<file path="src/rtl/coin_payout_ctrl.sv">
// coin_payout_ctrl: payout-side controller between the vending FSM and the I/O pads.
// Change requests are queued one bit per entry (coin type). They are paid out one coin
// at a time through a hopper enable/sense handshake, with per-type inventory tracking.
// A vend request drives a fixed-width solenoid pulse that is independent of the payout path.
module coin_payout_ctrl #(
    parameter int QDEPTH      = 4,
    parameter int INV_W       = 8,
    parameter int TIMEOUT     = 16,
    parameter int VEND_CYCLES = 4
) (
    input  logic             CLK,
    input  logic             RESET,
    input  logic             T,
    input  logic             C0,
    input  logic             C1,
    input  logic             LOAD,
    input  logic [INV_W-1:0] LOAD_CNT0,
    input  logic [INV_W-1:0] LOAD_CNT1,
    input  logic             SENSE0,
    input  logic             SENSE1,
    input  logic             CLR_FAULT,
    output logic             HOP0_EN,
    output logic             HOP1_EN,
    output logic             VEND,
    output logic             BUSY,
    output logic             OVF,
    output logic             EMPTY0,
    output logic             EMPTY1,
    output logic             FAULT,
    output logic [INV_W-1:0] INV0,
    output logic [INV_W-1:0] INV1
);

    localparam int PW = $clog2(QDEPTH);
    localparam int CW = $clog2(QDEPTH) + 1;
    localparam int TW = $clog2(TIMEOUT + 1);
    localparam int VW = $clog2(VEND_CYCLES + 1);

    typedef enum logic [1:0] {
        ST_IDLE,
        ST_DISPENSE,
        ST_GAP,
        ST_FAULT
    } state_t;

    state_t          state_q, state_n;
    logic            type_q, type_n;
    logic [TW-1:0]   timer_q, timer_n;

    logic [QDEPTH-1:0] q_mem;
    logic [PW-1:0]     wr_ptr, rd_ptr;
    logic [CW-1:0]     q_count, q_count_n, q_free;
    logic              push0, push1, pop, drop;
    logic              head_type;

    logic              dec0, dec1, set_empty0, set_empty1;
    logic [VW-1:0]     vend_cnt;

    assign head_type = q_mem[rd_ptr];

    // Decide which of the incoming requests fit; C0 claims a free slot before C1.
    always_comb begin
        q_free    = CW'(QDEPTH) - q_count;
        push0     = C0 && (q_free != '0);
        push1     = C1 && (push0 ? (q_free >= CW'(2)) : (q_free != '0));
        drop      = (C0 && !push0) || (C1 && !push1);
        q_count_n = q_count + CW'(push0) + CW'(push1) - CW'(pop);
    end

    // Circular request buffer; a pop frees its slot only after the edge.
    always_ff @(posedge CLK or posedge RESET) begin
        if (RESET) begin
            q_mem   <= '0;
            wr_ptr  <= '0;
            rd_ptr  <= '0;
            q_count <= '0;
        end else begin
            if (push0) begin
                q_mem[wr_ptr] <= 1'b0;
            end
            if (push1) begin
                q_mem[push0 ? (wr_ptr + PW'(1)) : wr_ptr] <= 1'b1;
            end
            wr_ptr  <= wr_ptr + PW'(push0) + PW'(push1);
            rd_ptr  <= rd_ptr + PW'(pop);
            q_count <= q_count_n;
        end
    end

    // Payout sequencing: pop in IDLE, wait for the coin-exit sense, then one quiet cycle.
    always_comb begin
        state_n    = state_q;
        type_n     = type_q;
        timer_n    = timer_q;
        pop        = 1'b0;
        dec0       = 1'b0;
        dec1       = 1'b0;
        set_empty0 = 1'b0;
        set_empty1 = 1'b0;
        case (state_q)
            ST_IDLE: begin
                if (q_count != '0) begin
                    pop = 1'b1;
                    if (head_type) begin
                        if (INV1 != '0) begin
                            type_n  = 1'b1;
                            timer_n = TW'(TIMEOUT);
                            state_n = ST_DISPENSE;
                        end else begin
                            set_empty1 = 1'b1;
                        end
                    end else begin
                        if (INV0 != '0) begin
                            type_n  = 1'b0;
                            timer_n = TW'(TIMEOUT);
                            state_n = ST_DISPENSE;
                        end else begin
                            set_empty0 = 1'b1;
                        end
                    end
                end
            end
            ST_DISPENSE: begin
                if (!type_q && SENSE0) begin
                    dec0    = 1'b1;
                    state_n = ST_GAP;
                end else if (type_q && SENSE1) begin
                    dec1    = 1'b1;
                    state_n = ST_GAP;
                end else if (timer_q <= TW'(1)) begin
                    timer_n = '0;
                    state_n = ST_FAULT;
                end else begin
                    timer_n = timer_q - TW'(1);
                end
            end
            ST_GAP: begin
                state_n = ST_IDLE;
            end
            ST_FAULT: begin
                if (CLR_FAULT) begin
                    state_n = ST_IDLE;
                end
            end
            default: begin
                state_n = ST_IDLE;
            end
        endcase
    end

    // State register plus registered status outputs derived from the next state.
    always_ff @(posedge CLK or posedge RESET) begin
        if (RESET) begin
            state_q <= ST_IDLE;
            type_q  <= 1'b0;
            timer_q <= '0;
            HOP0_EN <= 1'b0;
            HOP1_EN <= 1'b0;
            BUSY    <= 1'b0;
            FAULT   <= 1'b0;
            OVF     <= 1'b0;
            EMPTY0  <= 1'b0;
            EMPTY1  <= 1'b0;
        end else begin
            state_q <= state_n;
            type_q  <= type_n;
            timer_q <= timer_n;
            HOP0_EN <= (state_n == ST_DISPENSE) && !type_n;
            HOP1_EN <= (state_n == ST_DISPENSE) && type_n;
            BUSY    <= (q_count_n != '0) || (state_n != ST_IDLE);
            FAULT   <= (state_n == ST_FAULT);
            OVF     <= OVF | drop;
            EMPTY0  <= EMPTY0 | set_empty0;
            EMPTY1  <= EMPTY1 | set_empty1;
        end
    end

    // Inventory counters; a load overrides a coincident decrement, and zero never wraps.
    always_ff @(posedge CLK or posedge RESET) begin
        if (RESET) begin
            INV0 <= '0;
            INV1 <= '0;
        end else if (LOAD) begin
            INV0 <= LOAD_CNT0;
            INV1 <= LOAD_CNT1;
        end else begin
            if (dec0 && (INV0 != '0)) begin
                INV0 <= INV0 - INV_W'(1);
            end
            if (dec1 && (INV1 != '0)) begin
                INV1 <= INV1 - INV_W'(1);
            end
        end
    end

    // Vend pulse stretcher; a new request restarts the full width.
    always_ff @(posedge CLK or posedge RESET) begin
        if (RESET) begin
            VEND     <= 1'b0;
            vend_cnt <= '0;
        end else if (T) begin
            VEND     <= 1'b1;
            vend_cnt <= VW'(VEND_CYCLES - 1);
        end else if (vend_cnt != '0) begin
            vend_cnt <= vend_cnt - VW'(1);
        end else begin
            VEND <= 1'b0;
        end
    end

endmodule

</file>
<file path="config.mk">
export PLATFORM = sky130hd
export DESIGN_NAME = coin_payout_ctrl
export DESIGN_NICKNAME = d
export VERILOG_FILES = /design/src/rtl/coin_payout_ctrl.sv
export SDC_FILE = /design/constraint.sdc
export NUM_CORES = 1
export LEC_CHECK = 0
export BUFFER_PORTS_ARGS = -buffer_cell sky130_fd_sc_hd__buf_2
export CAP_MARGIN = 20
export CORE_ASPECT_RATIO = 1.5
export CORE_MARGIN = 2
export CORE_UTILIZATION = 40
export CTS_BUF_LIST = sky130_fd_sc_hd__clkbuf_2
export DETAILED_ROUTE_END_ITERATION = 8
export SYNTH_ARGS = -nofsm -noshare
export SYNTH_HDL_FRONTEND = slang
export SYNTH_SLANG_ARGS = --single-unit
</file>
<file path="constraint.sdc">
create_clock -name CLK -period 6.95 [get_ports CLK]
set_input_delay 2.085 -clock CLK [delete_from_list [all_inputs] [get_ports CLK]]
set_output_delay 2.085 -clock CLK [all_outputs]
set_load 0.005 [all_outputs]
</file>
==> run summary, run 1 <==
For the worst setup path, the data arrival time is 4440 ps. The path with the worst hold slack has its endpoint at VEND. The worst path buffer plus inverter count was 2; the mean instance size in the synthesized netlist was 10.2 sq um. After synthesis, the cell types taking the most area are sky130_fd_sc_hd__dfrtp_1, sky130_fd_sc_hd__ha_1, sky130_fd_sc_hd__xnor2_1, sky130_fd_sc_hd__nand2_1, sky130_fd_sc_hd__o21ai_0. After detailed routing, the number of vias per cell comes to 5.23. The register bit count reported by yosys is 46, and the clock group share of total power is 12.9%.

VDD sags by at most 0.166 mV. TritonCTS built the clock tree. The tools report the critical register-to-register path startpoint as q_count[1]. After global routing the overflow that remains totals 0. For the number of post-CTS setup repair buffers, the log shows 0. Net switching is 39.4% of the power. The instance count along the most critical hold path is 1, and the final count of pins violating max slew is 0. Cells with a size suffix above 1 make up 24.2% of the layout. Routability-driven placement finished with a final weighted congestion of 0.753. Setup repair after global routing left no endpoint under its margin. After synthesis, the netlist uses 56 different library cells.

The biggest fanout along the worst timing path was 11. From synthesis to final layout, the design area changed by 14.4%. Of the total power, combinational logic draws 49.5%. The tools report the H-tree depth as 2.

The initial utilization of the core area, before any placement, comes to 41.4%. The run gives 5340 um as the total detailed-routing wirelength. Final critical-path share of the clock period: 59.2%.

The number of gates resized after CTS was 0; the power density relative to cell area was 372 nW/um^2. Among the stages of the critical path, the cell type that occurs most often is sky130_fd_sc_hd__fa_1. The reg-to-reg critical path endpoint is BUSY. Worst setup slack for register-to-register paths: 3650 ps. The overall die height works out to 104 um. The logs give 2,123 for the number of global-route vias before repair and 1.14 mW for the total power. The final setup violation count is 0. In the global route stage, overall resource usage came out at 15.6%.

The run finished with clean final reports. In this run the cell area of the synthesized design comes to 2680 sq um. Walking the worst path, the cells encountered are buf_2 > nor2b_1 > xnor2_1 > fa_1 > inv_1 > fa_1 > nand2b_1 > or4_1. The first-pass GRT wire length is 9420 um, and the number of buffers added to fix hold violations after cts is 0. Dividing the detail-routed wire length by the instance count gives 13.7 um.

The tools report the I/O pin count as 49. 0 antenna diodes ended up in the layout. Final HPWL from detailed placement: 4050 um. At the worst endpoint, the required time is 7270 ps. Among all flip-flop cells after synthesis, the most frequent one is sky130_fd_sc_hd__dfrtp_1. When the netlist entered floorplanning its net count stood at 307.

The total of warnings raised by yosys was 0; the die width was 70.9 um. Clock tree synthesis found a total of 46 sinks. sky130_fd_sc_hd__dfrtp_1 takes more of the synthesized area than any other cell. The worst setup path is captured at a flop. For this design the total switching power over the nets is 0.450 mW.

Max-cap violations in this run came to 0. After clock tree synthesis, the clock-pin slew on the worst setup and hold paths is 230 ps. Registers are responsible for 37.6% of the overall power. Largest net degree at the start of global routing: 47. The detailed-routing iteration count for the pre-antenna-repair pass was 4; the final sum of negative setup slack was 0 ps. The clock passes through at most 2 buffers. For the post-synthesis instance total, the log shows 264. The number of antenna violations at the first check in global routing is 0. Row count: 36. The via count is 2,041, and the internal power consumption is 0.692 mW. The detail route stage leaves a number of antenna-violating nets equal to 0.

The start-to-end type of the worst setup path was in2reg. The tools report the total of fill cells in the finished design as 635. The worst relative slew slack was 46.0%. The top-area cell type share of the netlist area was 42.9%; the die area was 7390 sq um. In this run the static leakage power is 1.42 nW.

The final-stage net count was 356; the number of failing hold endpoints at the final stage was 0. The number of design-rule violations left by the first detailed-router iteration came out at 82. In this run the worst hold path is classified as reg2reg.

The cell family contributing the most delay on the critical path is simple AND/OR/NAND/NOR gates. The post-route clock skew is 32.7 ps, and the highest attainable clock frequency is 243 MHz. At the pin with the least slew margin, the transition time is 809 ps. After floorplanning, the core was sized to cover 6490 sq um. The number of buffers created by CTS was 5.

Root buffer cell: sky130_fd_sc_hd__clkbuf_2. Yosys mapped a number of flops with a built-in enable equal to 0. On the worst path, the slowest cell contributes a delay of 650 ps. After synthesis, the share of flip-flops with an asynchronous set or reset is 100%.

The post-route DRC violation count came out at 0. The largest individual stage delay along the critical path comes from the cell sky130_fd_sc_hd__nor2b_1. The share of synthesized area occupied by flip-flops and latches came out at 42.9%. The startpoint of the tightest hold check path was VEND. The count of buffers added on input and output ports is 48.

Counting cells, the worst reg-to-reg path comes to 10. The minimum clock period is 4120 ps. At the later pin of the worst-skew pair, clock insertion delay measures 410 ps. Element type at the critical path start: a primary input.
[registers in the layout, indices dropped and copies added (netlist names)]
| name | flops |
|---|---|
| EMPTY0 | 1 |
| type_q | 1 |
| OVF | 1 |
| state_q | 2 |
| q_count | 3 |
| EMPTY1 | 1 |
| wr_ptr | 2 |
| HOP0_EN | 1 |
| HOP1_EN | 1 |
| BUSY | 1 |
| q_mem | 4 |
| rd_ptr | 2 |
| INV1 | 8 |
| FAULT | 1 |
| vend_cnt | 3 |
| timer_q | 5 |
| VEND | 1 |
| INV0 | 8 |
[cells in the mapped netlist (5+ instances only)]
cell,count
sky130_fd_sc_hd__dfrtp_1,46
sky130_fd_sc_hd__ha_1,16
sky130_fd_sc_hd__inv_1,22
sky130_fd_sc_hd__mux2i_1,7
sky130_fd_sc_hd__nand2_1,26
sky130_fd_sc_hd__nand2b_1,6
sky130_fd_sc_hd__nor2_1,14
sky130_fd_sc_hd__nor2b_1,5
sky130_fd_sc_hd__nor3_1,5
sky130_fd_sc_hd__o21ai_0,18
sky130_fd_sc_hd__or3_1,6
sky130_fd_sc_hd__xnor2_1,12
sky130_fd_sc_hd__xor2_1,7
[power by group through the flow]
stage | Combinational (mW) | Sequential [mW] | Clock (mW)
final | 0.565 | 0.429 | 0.148
after global routing | 0.654 | 0.444 | 0.162
after CTS | 0.571 | 0.430 | 0.153
after detailed placement | 0.573 | 0.435 | 0
after floorplan | 0.451 | 0.418 | 0
after global placement | 0.560 | 0.432 | 0
[worst reg2reg max path, delay by kind of cell (launching register included)]
family,cells,cell delay [ps]
flip-flops,1,430
XOR/XNOR,1,190
adder cells (fa/ha/maj),4,1260
AND/OR/NAND/NOR,3,1190
buffers and inverters,2,170
[per-layer routing]
metal	share of wire, %	track usage [%]
met1	42	18.2
met5	0	0
met3	4.5	3.39
met2	52	27.8
met4	1.6	5.39
[stage by stage]
step / cells / cell area, sq um / setup slack (ps) / utilization [%] / hold slack [ps]
after floorplan: 264 / 2680 / 2710 / - / 443
after global placement: 381 / 2990 / 2390 / 46.0 / 449
after detailed placement: 381 / 2990 / 2320 / 46.0 / 457
after CTS: 389 / 3050 / 2850 / 47.0 / 503
after global routing: 390 / 3070 / 2650 / 47.3 / 528
final: 390 / 3070 / 2830 / 47.3 / 495
[kinds of logic after synthesis]
| family | after synthesis | share of synthesized area [%] |
|---|---|---|
| AO/OA/AOI/OAI | 53 | 14.4 |
| flip-flops | 46 | 42.9 |
| XOR/XNOR | 19 | 6.20 |
| adder cells (fa/ha/maj) | 18 | 8.95 |
| buffers and inverters | 29 | 4.34 |
| multiplexers | 10 | 4.29 |
| AND/OR/NAND/NOR | 89 | 18.9 |
[layout by cell type, fill, tap and decap left out, drive strengths merged, types with 3 or more instances in the layout]
cell type,netlist,layout
ha,16,16
a2111oi,3,3
or3,7,7
clkbuf,4,7
nor2,14,14
o211ai,4,4
mux2i,7,7
a31oi,3,3
nand3,3,3
inv,22,22
dfrtp,46,46
or2,4,4
nor2b,5,5
a21oi,4,4
o21ai,18,18
nand2b,6,6
a32o,4,4
nor3,5,5
xnor2,12,12
nor3b,4,4
buf,3,49
nand2,26,26
xor2,7,7
[how the worst max path moves through the flow]
stage,start,slack [ps],cells after the start,to
final,C0,2830,8,BUSY
after global routing,C0,2650,8,BUSY
after CTS,C0,2850,8,BUSY
after detailed placement,C0,2320,8,BUSY
after global placement,C0,2390,8,BUSY
after floorplan,C0,2710,8,BUSY
[area by class of cell]
class,count,area (sq um),share of cell area [%]
clock inverters,1,30.0,0.978
repair buffers,49,260,8.48
inverters,22,82.6,2.69
well taps,76,95.1,3.10
multi-input cells,189,1420,46.1
flip-flops and latches,46,1150,37.5
clock buffers,7,35.0,1.14
No activity file was read; power rests on OpenSTA's default activity.
==> inputs of run 2 (changes only) <==
Clock period 6.95 ns to 3.45 ns, I/O delays scaled along.
==> run 2 against run 1 <==
Sequential power rose by 100%. Via count decreased by 0.24%. Worst hold slack lost 31 ps. Clock skew decreased by 5.8 ps. Final area is 0.12% lower. Critical path depth rose by 3. Global-route usage increased by 0.39 points. Die area unchanged. Critical path type is now reg2reg. Highest routed layer unchanged.
==> run summary, run 2 (same netlist as run 1, synthesis figures left out) <==
The clock-pin slew on the worst setup and hold paths was 210 ps (-20 ps). Clock sink total: 46 (unchanged). The number of buffers added to fix hold violations after cts is 0 (unchanged).

The post-route clock skew came out at 26.9 ps (-5.84 ps). The die area was 7390 sq um (unchanged). In this run the worst setup path begins at q_count[1]. The final sum of negative setup slack is 0 ps (unchanged).

The final-stage net count is 359 (+0.84%). Number of buffers created by CTS: 5 (unchanged). The tools report the number of global-route vias before repair as 2,067 (-2.6%).

The diode insertion count for antenna repair is 0 (unchanged). The detail-routed via count per cell came out at 5.18 (-1.0%). For the finished layout, the period the worst path requires is 3150 ps. Number of port buffers: 48 (unchanged). For the worst relative slew slack, the log shows 51.5% (+5.6 points). The maximum VDD drop is 0.330 mV (+99%). For the number of design-rule violations left by the first detailed-router iteration, the log shows 49 (-40%). The tools report the row count as 36 (unchanged).

The average routed wire per standard cell came out at 13.9 um (+1.8%). The final standard cell area without fillers is 3070 sq um (-0.12%), and the layout cell share with drive strength beyond 1 is 24.6% (+0.40 points). The H-tree depth is 2 (unchanged). The largest net degree at the start of global routing came out at 47 (unchanged). The tools report the I/O pin count as 49 (unchanged). For the number of gates resized after CTS, the log shows 0 (unchanged). The library cell used most frequently in the layout, excluding fill and tap cells, is sky130_fd_sc_hd__buf_2. The tools report the total placed instance area as 3010 sq um (+0.75%). STA classifies the critical path endpoint as a flop. The via count is 2,036 (-0.24%), and the core box area is 6490 sq um (unchanged).

For the routability congestion estimate from global placement, the log shows 0.788 (+4.8%). STA classifies the critical path startpoint as a flop. The detailed-routing iteration count for the pre-antenna-repair pass came out at 4 (unchanged). For the required arrival time at the worst endpoint, the log shows 3750 ps (-3520 ps). The critical register-to-register path startpoint was q_count[1]. The start-to-end type of the worst setup path is reg2reg. Remaining number of nets flagged by the antenna check after routing: 0 (unchanged).

The worst-case hold slack came out at 464 ps (-30.9 ps). The largest registers in the layout are INV0: 8 flops, INV1: 8 flops, timer_q: 5 flops. The final HPWL from detailed placement is 4060 um (+0.28%). The final count of pins violating max slew is 0 (unchanged). The power density relative to cell area is 735 nW/um^2 (+98%). Root buffer cell: sky130_fd_sc_hd__clkbuf_2.

The post-route DRC violation count is 0 (unchanged), and the final setup violation count is 0 (unchanged). Setup repair after global routing left no endpoint under its margin. Depth of the worst register-to-register path: 11 (+1).

The data arrival time of the critical path was 3450 ps (-990 ps). The number of failing hold endpoints at the final stage came out at 0 (unchanged). The run gives 16.0% (+0.39 points) as the overall routing resource usage. The total of fill cells in the finished design is 661 (+4.1%), and the number of antenna violations at the first check in global routing is 0 (unchanged). Leaving out fill and tap cells, the most frequent cells in the layout are sky130_fd_sc_hd__buf_2, sky130_fd_sc_hd__dfrtp_1, sky130_fd_sc_hd__nand2_1, sky130_fd_sc_hd__inv_1, sky130_fd_sc_hd__o21ai_0.

For this run, the top clock speed supported by timing is 318 MHz. Leakage dissipation: 1.43 nW (+0.16%). The tools report the total detailed-routing wirelength as 5480 um (+2.5%). The tools report the last element of the critical path as BUSY. The clock tree buffer depth came out at 2 (unchanged).

The class of the tightest hold or removal check is in2async. The later-pin clock latency in the skew report came out at 420 ps (about the same). The initial core utilization was 41.4% (unchanged). The final critical-path share of the clock period works out to 91.2%. The overall die height was 104 um (unchanged); the first-pass GRT wire length was 9540 um (+1.2%). The tools report the worst setup slack for register-to-register paths as 300 ps (-3350 ps). The die width works out to 70.9 um (unchanged). The reported max-cap violation count came out at 0 (unchanged).

The flow ran to the end, and the final reports show no timing, DRC or antenna violations. The biggest fanout along the worst timing path is 5 (-6), and the area growth from synthesis to final layout is 14.3%. The transition at the pin with the smallest max-transition slack came out at 718 ps (-91.0 ps).

Number of post-CTS setup repair buffers: 0 (unchanged). In this run the critical register-to-register path is captured at BUSY. TritonCTS built the clock tree. Total congestion overflow after global routing: 0 (unchanged).
-- run 2: changes by cell type in the layout (fill, tap and decap cells not counted) --
cell	before	now
sky130_fd_sc_hd__bufinv_16	1	0
sky130_fd_sc_hd__clkinv_1	0	1
sky130_fd_sc_hd__clkbuf_2	7	6
sky130_fd_sc_hd__clkinv_2	0	1
sky130_fd_sc_hd__buf_4	0	3
-- run 2: worst max-delay path, stage by stage, from the launching register on --
cell	delay (ps)
sky130_fd_sc_hd__dfrtp_1	390
sky130_fd_sc_hd__inv_1	100
sky130_fd_sc_hd__ha_1	210
sky130_fd_sc_hd__ha_1	180
sky130_fd_sc_hd__or3_1	390
sky130_fd_sc_hd__inv_1	220
sky130_fd_sc_hd__xnor2_1	130
sky130_fd_sc_hd__fa_1	390
sky130_fd_sc_hd__inv_1	80
sky130_fd_sc_hd__fa_1	430
sky130_fd_sc_hd__nand2b_1	150
sky130_fd_sc_hd__or4_1	390
-- run 2: worst min-delay path by stage --
stage	from	end	slack, ps
2_1_floorplan	q_mem[1]	q_mem[1]	440
3_3_place_gp	VEND	VEND	460
3_5_place_dp	VEND	VEND	460
4_1_cts	OVF	OVF	510
5_1_grt	RESET	wr_ptr[1]	410
6_report	RESET	wr_ptr[1]	460
-- run 2: power breakdown --
group / internal (mW) / leakage [nW] / switching (mW)
clock: 0.0498 / 0.0304 / 0.172
sequential: 0.710 / 0.548 / 0.154
combinational: 0.569 / 0.847 / 0.601
-- run 2: final cells by class --
| type | count | area [sq um] | share of cell area (%) |
|---|---|---|---|
| Sequential cell | 46 | 1150 | 37.5 |
| Inverter | 22 | 82.6 | 2.69 |
| Multi-Input combinational cell | 189 | 1420 | 46.2 |
| Tap cell | 76 | 95.1 | 3.10 |
| Timing Repair Buffer | 52 | 283 | 9.22 |
| Clock buffer | 6 | 30.0 | 0.979 |
| Clock inverter | 2 | 8.76 | 0.286 |
-- run 2: per-layer routing --
layer | share of wire, % | global-route usage (%)
met5 | 0 | 0
met4 | 1.2 | 4.45
met3 | 3.5 | 2.91
met2 | 52 | 27.3
met1 | 44 | 20.6
-- run 2: metrics by stage --
step	total power [mW]	setup slack [ps]	cells	util, %
2_1_floorplan	1.75	259	264	-
3_3_place_gp	2.01	345	384	46.4
3_5_place_dp	2.05	283	384	46.4
4_1_cts	2.28	286	392	47.0
5_1_grt	2.50	91.5	393	47.3
6_report	2.25	304	393	47.3
